File: src/rtl/addsub_serial.sv
// addsub_serial: digit-serial two's-complement adder/subtractor.
// Processes DIGIT bits per cycle over NDIG = WIDTH/DIGIT cycles. A registered
// carry links one digit to the next. Reports carry/borrow, signed overflow and
// zero, with a valid/ready handshake on both sides.
//
// state | meaning
// ------+-----------------------------------------------------------
// IDLE  | waiting for operands, in_ready high (except while in reset)
// BUSY  | one digit per cycle, least significant digit first
// DONE  | result and flags held, out_valid high until out_ready
module addsub_serial #(
  parameter int WIDTH = 16,
  parameter int DIGIT = 4
) (
  input  logic             clk,
  input  logic             rst,
  input  logic             in_valid,
  output logic             in_ready,
  input  logic [WIDTH-1:0] a,
  input  logic [WIDTH-1:0] b,
  input  logic             sub,
  output logic             out_valid,
  input  logic             out_ready,
  output logic [WIDTH-1:0] result,
  output logic             carry_out,
  output logic             overflow,
  output logic             zero
);

  localparam int NDIG = WIDTH / DIGIT;
  localparam int CW   = (NDIG > 1) ? $clog2(NDIG) : 1;
  localparam logic [CW-1:0] LAST_CNT = CW'(NDIG - 1);

  generate
    if (WIDTH < 1 || DIGIT < 1 || DIGIT > WIDTH || (WIDTH % DIGIT) != 0) begin : g_bad_params
      $error("addsub_serial: WIDTH must be a positive multiple of DIGIT");
    end
  endgenerate

  typedef enum logic [1:0] {
    IDLE = 2'd0,
    BUSY = 2'd1,
    DONE = 2'd2
  } state_t;

  state_t state_q, state_d;
  logic   accept;
  logic   last_dig;

  // Operand shift registers. b is stored already inverted for subtraction,
  // so the digit adder only ever adds.
  logic [WIDTH-1:0] a_q, b_q, res_q;
  logic             carry_q;
  logic [CW-1:0]    cnt_q;   // digits remaining after the current one
  logic             carry_out_q, overflow_q, zero_q;

  logic [DIGIT-1:0] a_dig, b_dig, s_dig;
  logic             c_dig;
  logic             c_into_top;
  logic [WIDTH-1:0] sum_ext, res_next;

  assign a_dig = a_q[DIGIT-1:0];
  assign b_dig = b_q[DIGIT-1:0];
  assign {c_dig, s_dig} = {1'b0, a_dig} + {1'b0, b_dig} + {{DIGIT{1'b0}}, carry_q};
  // Carry into the top bit of this digit, recovered from its sum bit. Only
  // meaningful on the last digit, where it is the carry into bit WIDTH-1.
  assign c_into_top = a_dig[DIGIT-1] ^ b_dig[DIGIT-1] ^ s_dig[DIGIT-1];

  // New digit enters at the top; after NDIG shifts every digit sits in place.
  assign sum_ext  = WIDTH'(s_dig);
  assign res_next = (res_q >> DIGIT) | (sum_ext << (WIDTH - DIGIT));

  assign last_dig = (state_q == BUSY) && (cnt_q == '0);

  // State register
  always_ff @(posedge clk) begin
    if (rst) state_q <= IDLE;
    else     state_q <= state_d;
  end

  // Next-state and handshake outputs. in_ready is gated by rst so the block
  // refuses operands for the whole reset pulse, not just after the first edge.
  always_comb begin
    state_d   = state_q;
    in_ready  = 1'b0;
    out_valid = 1'b0;
    accept    = 1'b0;
    case (state_q)
      IDLE: begin
        in_ready = !rst;
        if (in_valid && !rst) begin
          accept  = 1'b1;
          state_d = BUSY;
        end
      end
      BUSY: begin
        if (cnt_q == '0) state_d = DONE;
      end
      DONE: begin
        out_valid = 1'b1;
        if (out_ready) state_d = IDLE;
      end
      default: state_d = IDLE;
    endcase
  end

  // Operand capture, digit-serial add, and flag capture on the last digit
  always_ff @(posedge clk) begin
    if (rst) begin
      a_q         <= '0;
      b_q         <= '0;
      res_q       <= '0;
      carry_q     <= 1'b0;
      cnt_q       <= '0;
      carry_out_q <= 1'b0;
      overflow_q  <= 1'b0;
      zero_q      <= 1'b0;
    end else if (accept) begin
      a_q     <= a;
      b_q     <= sub ? ~b : b;
      carry_q <= sub;
      cnt_q   <= LAST_CNT;
    end else if (state_q == BUSY) begin
      a_q     <= a_q >> DIGIT;
      b_q     <= b_q >> DIGIT;
      carry_q <= c_dig;
      res_q   <= res_next;
      if (cnt_q != '0) cnt_q <= cnt_q - CW'(1);
      if (last_dig) begin
        carry_out_q <= c_dig;
        overflow_q  <= c_into_top ^ c_dig;
        zero_q      <= (res_next == '0);
      end
    end
  end

  assign result    = res_q;
  assign carry_out = carry_out_q;
  assign overflow  = overflow_q;
  assign zero      = zero_q;

endmodule

File: config.mk
export PLATFORM = sky130hd
export DESIGN_NAME = addsub_serial
export DESIGN_NICKNAME = d
export VERILOG_FILES = /design/src/rtl/addsub_serial.sv
export SDC_FILE = /design/constraint.sdc
export NUM_CORES = 1
export LEC_CHECK = 0
export ABC_CLOCK_PERIOD_IN_PS = 2900
export CORE_MARGIN = 3
export CORE_UTILIZATION = 43
export DETAILED_ROUTE_END_ITERATION = 10
export PLACE_DENSITY = 0.74
export REMOVE_ABC_BUFFERS = 1
export SYNTH_ARGS = -nofsm -noshare
export SYNTH_HDL_FRONTEND = slang
export SYNTH_SLANG_ARGS = --single-unit
File: constraint.sdc
create_clock -name clk -period 2.9 [get_ports clk]
set_input_delay 0.435 -clock clk [delete_from_list [all_inputs] [get_ports clk]]
set_output_delay 0.435 -clock clk [all_outputs]
set_load 0.005 [all_outputs]
==> reports/metrics.cfg <==
[outcome]
outcome = finished clean

[logic_synthesis]
post_synthesis_instance_total = 298
synth.top_cell.area_share_pct = 43.52
yosys_most_used_dff = dfxtp_1
sequential_area_share_after_synthesis_pct = 43.52
synth_area_per_cell_um2 = 8.645
syn-cell-area_um2 = 2576
synth_compound_gate_area_share_pct = 20.16
combinational_family_with_the_most_area_after_synthesis = compound AO/OA/AOI/OAI gates
ys.warnings.count = 0
yosys-top-cells-area = dfxtp_1, a21oi_1, nand2_1
yosysUniqueCellTypes = 34
post_synth_and_or_nand_nor_area_fraction_pct = 16.17
synthArstFlopShare_pct = 0
postSynthRegisterBits = 56
synth_edf_count = 0
post_synth_mux_area_share_pct = 0.3885
synth_xor_area_share_pct = 6.799
yosys.area_share.adder_pct = 3.497
synth_top_area_cell = dfxtp_1

[critical_path]
arrival_ps = 2400
timing.setup.critical_path_class = flop to flop
cp_data_required_time_ps = 3110
end_kind = flop
critical_path.startpoint_type = flop
crit_fanout = 3

[clock_tree]
cts-buffers-inserted = 5
cts.htree.levels = 2
cts_tree = yes
cts-root-buf = clkbuf_8
cts.path.max_buffers = 2
postCtsHoldBufs = 0
post-cts-setup-buffers = 0
path_clk_slew_ps = 90
cts.repair.resized = 0
clock_insertion_delay_worst_skew_ps = 300
clock_sinks = 56

[timing]
post-route-period-util_pct = 75.53
report.final.setup_viol = 0
post-route-min-period_ps = 2190
worst_slew_pin_slew_ps = 905.5
achievable_clock_frequency_ghz = 0.4566
final-hold-violation-count = 0
rsz0062_at_grt = false
slew_violations = 0
finalClockSkew_ps = 5.844
timing.slew.headroom_pct = 39.44
aggregate_negative_setup_slack_ps = 0

[floorplan]
floorplan.die.height_um = 83.40
floorplan.die.width_um = 83.40
die_outline_area_um2 = 6956
floorplan.initialDensity_pct = 45.66
floorplan.core_area_um2 = 5642
total_i_o_pin_count = 58
site_rows = 27

[place]
detailed_place_hpwl_um = 3788
gp_congestion = 0.7658
port_buffers = 57
dpl-instance-area_um2 = 3052

[global_route]
grt_start_max_net_pins = 57
global_route_usage_over_all_layers_pct = 15.02
vias_in_the_first_global_route = 1921
grt_first_pass_wirelength_um = 8845
grt_antenna_before_repair = 0
global_route_overflow = 0

[route]
detail_route.iter0.violations = 111
route.detailed.drc = 0
detailroute.via_count = 2107
route.detailed.wl_per_inst_um = 13.36
drt.antenna.violating_nets = 0
wirelength_um = 5410
drt_pre_antenna_iters = 4
detail_route.vias_per_cell = 5.202

[finish]
multi_input_area_um2 = 1219
finalInstanceArea_um2 = 3129
layout-drive-gt1-share_pct = 5.105
area.sequential_um2 = 1121
antenna_cells_inserted = 0
finalNetCount = 376
n_fill_cell = 562
area_growth_syn_to_layout_pct = 21.47

[power_and_ir_drop]
worst_ir_drop_vdd_uv = 339.0
power.leakage_uw = 0.001109
p_per_area_nw_per_um2 = 493.8

[worst_hold_path]
hp-class = input port to flop

[flow_run]
max_cap_viol_count = 0

-- cell usage in the layout (no fill, tap or decap), drive strengths merged, types with 4 or more instances in the layout --
cell	Yosys	layout
a22oi	24	24
ha	4	4
xor2	18	18
clkbuf	6	6
clkdlybuf4s50	0	56
buf	29	7
a21oi	53	53
nor2	4	4
dfxtp	56	56
nand3	8	8
nand2	63	63
nor4	4	4
-- through the flow --
stage / hold slack, ps / cells / total power [µW] / setup WS, ps / utilization, %
finish: 432.1 / 405 / 1545 / 709.8 / 55.47
global route: 445.4 / 405 / 1622 / 564.5 / 55.47
global placement: 441.4 / 398 / 1161 / 825.1 / 54.09
floorplan: 430.0 / 263 / 1013 / 227.4 / -
CTS: 428.0 / 405 / 1556 / 696.1 / 55.47
detailed placement: 447.2 / 398 / 1169 / 740.3 / 54.09
-- kinds of logic (layout without fill, tap and decap cells) --
family	Yosys count	count (layout)
simple gates	91	91
compound gates	86	86
flops	56	56
buf+inv	38	73
xor+xnor	20	20
fa+ha+maj	6	6
mux	1	1
-- where the power goes --
part           internal (µW)  switching (µW)  total (µW)  leakage, µW
sequential               813            31.7         845     0.000456
combinational            144             161         305     0.000613
clock                    165             231         396    0.0000410
-- synth_stat cells (3+ instances only) --
library cell / instances
nand2_1: 63
dfxtp_1: 56
a21oi_1: 52
a22oi_1: 24
xor2_1: 18
buf_4: 14
buf_2: 9
nand3_1: 8
clkbuf_1: 6
buf_6: 5
ha_1: 4
nor4_1: 4
inv_1: 3
nor2_1: 3
nor2b_1: 3
nor3_1: 3
-- flip-flops by register name, summed over array words and instances, names as in the netlist --
name / count
state_q: 2
zero: 1
overflow: 1
b_q: 16
a_q: 16
carry_q: 1
carry_out: 1
cnt_q: 2
result: 16
-- critical path, stage by stage, from the launching register on --
cell      delay [ps]
dfxtp_1          340
fa_1             470
fa_1             430
a21o_1           190
a21oi_1          300
xnor2_1          110
a311oi_1         250
-- layer usage --
layer  wire, µm  up-vias  track usage [%]
met4         34        0            2.823
met3        296        4            3.075
li1           -     1079                -
met1       2601      963            20.23
met5          0        -                0
met2       2478       61            25.00
-- final cells by class --
cell class | instances | area share (%)
tap | 72 | 2.879
clock buffer | 6 | 2.319
inverter | 3 | 0.3599
sequential | 56 | 35.83
clock inverter | 1 | 0.1599
timing repair buffer | 63 | 19.51
multi-input combinational | 204 | 38.94
-- final timing paths --
| check | startpoint | end | slack, ps | depth (start not counted) |
|---|---|---|---|---|
| hold / removal | rst | result[0] | 430 | 2 |
| hold reg to reg | result[1] | result[1] | 460 | 2 |
| setup reg to reg | a_q[0] | overflow | 710 | 6 |
| setup / recovery | a_q[0] | overflow | 710 | 6 |
No activity file was read; power rests on OpenSTA's default activity.
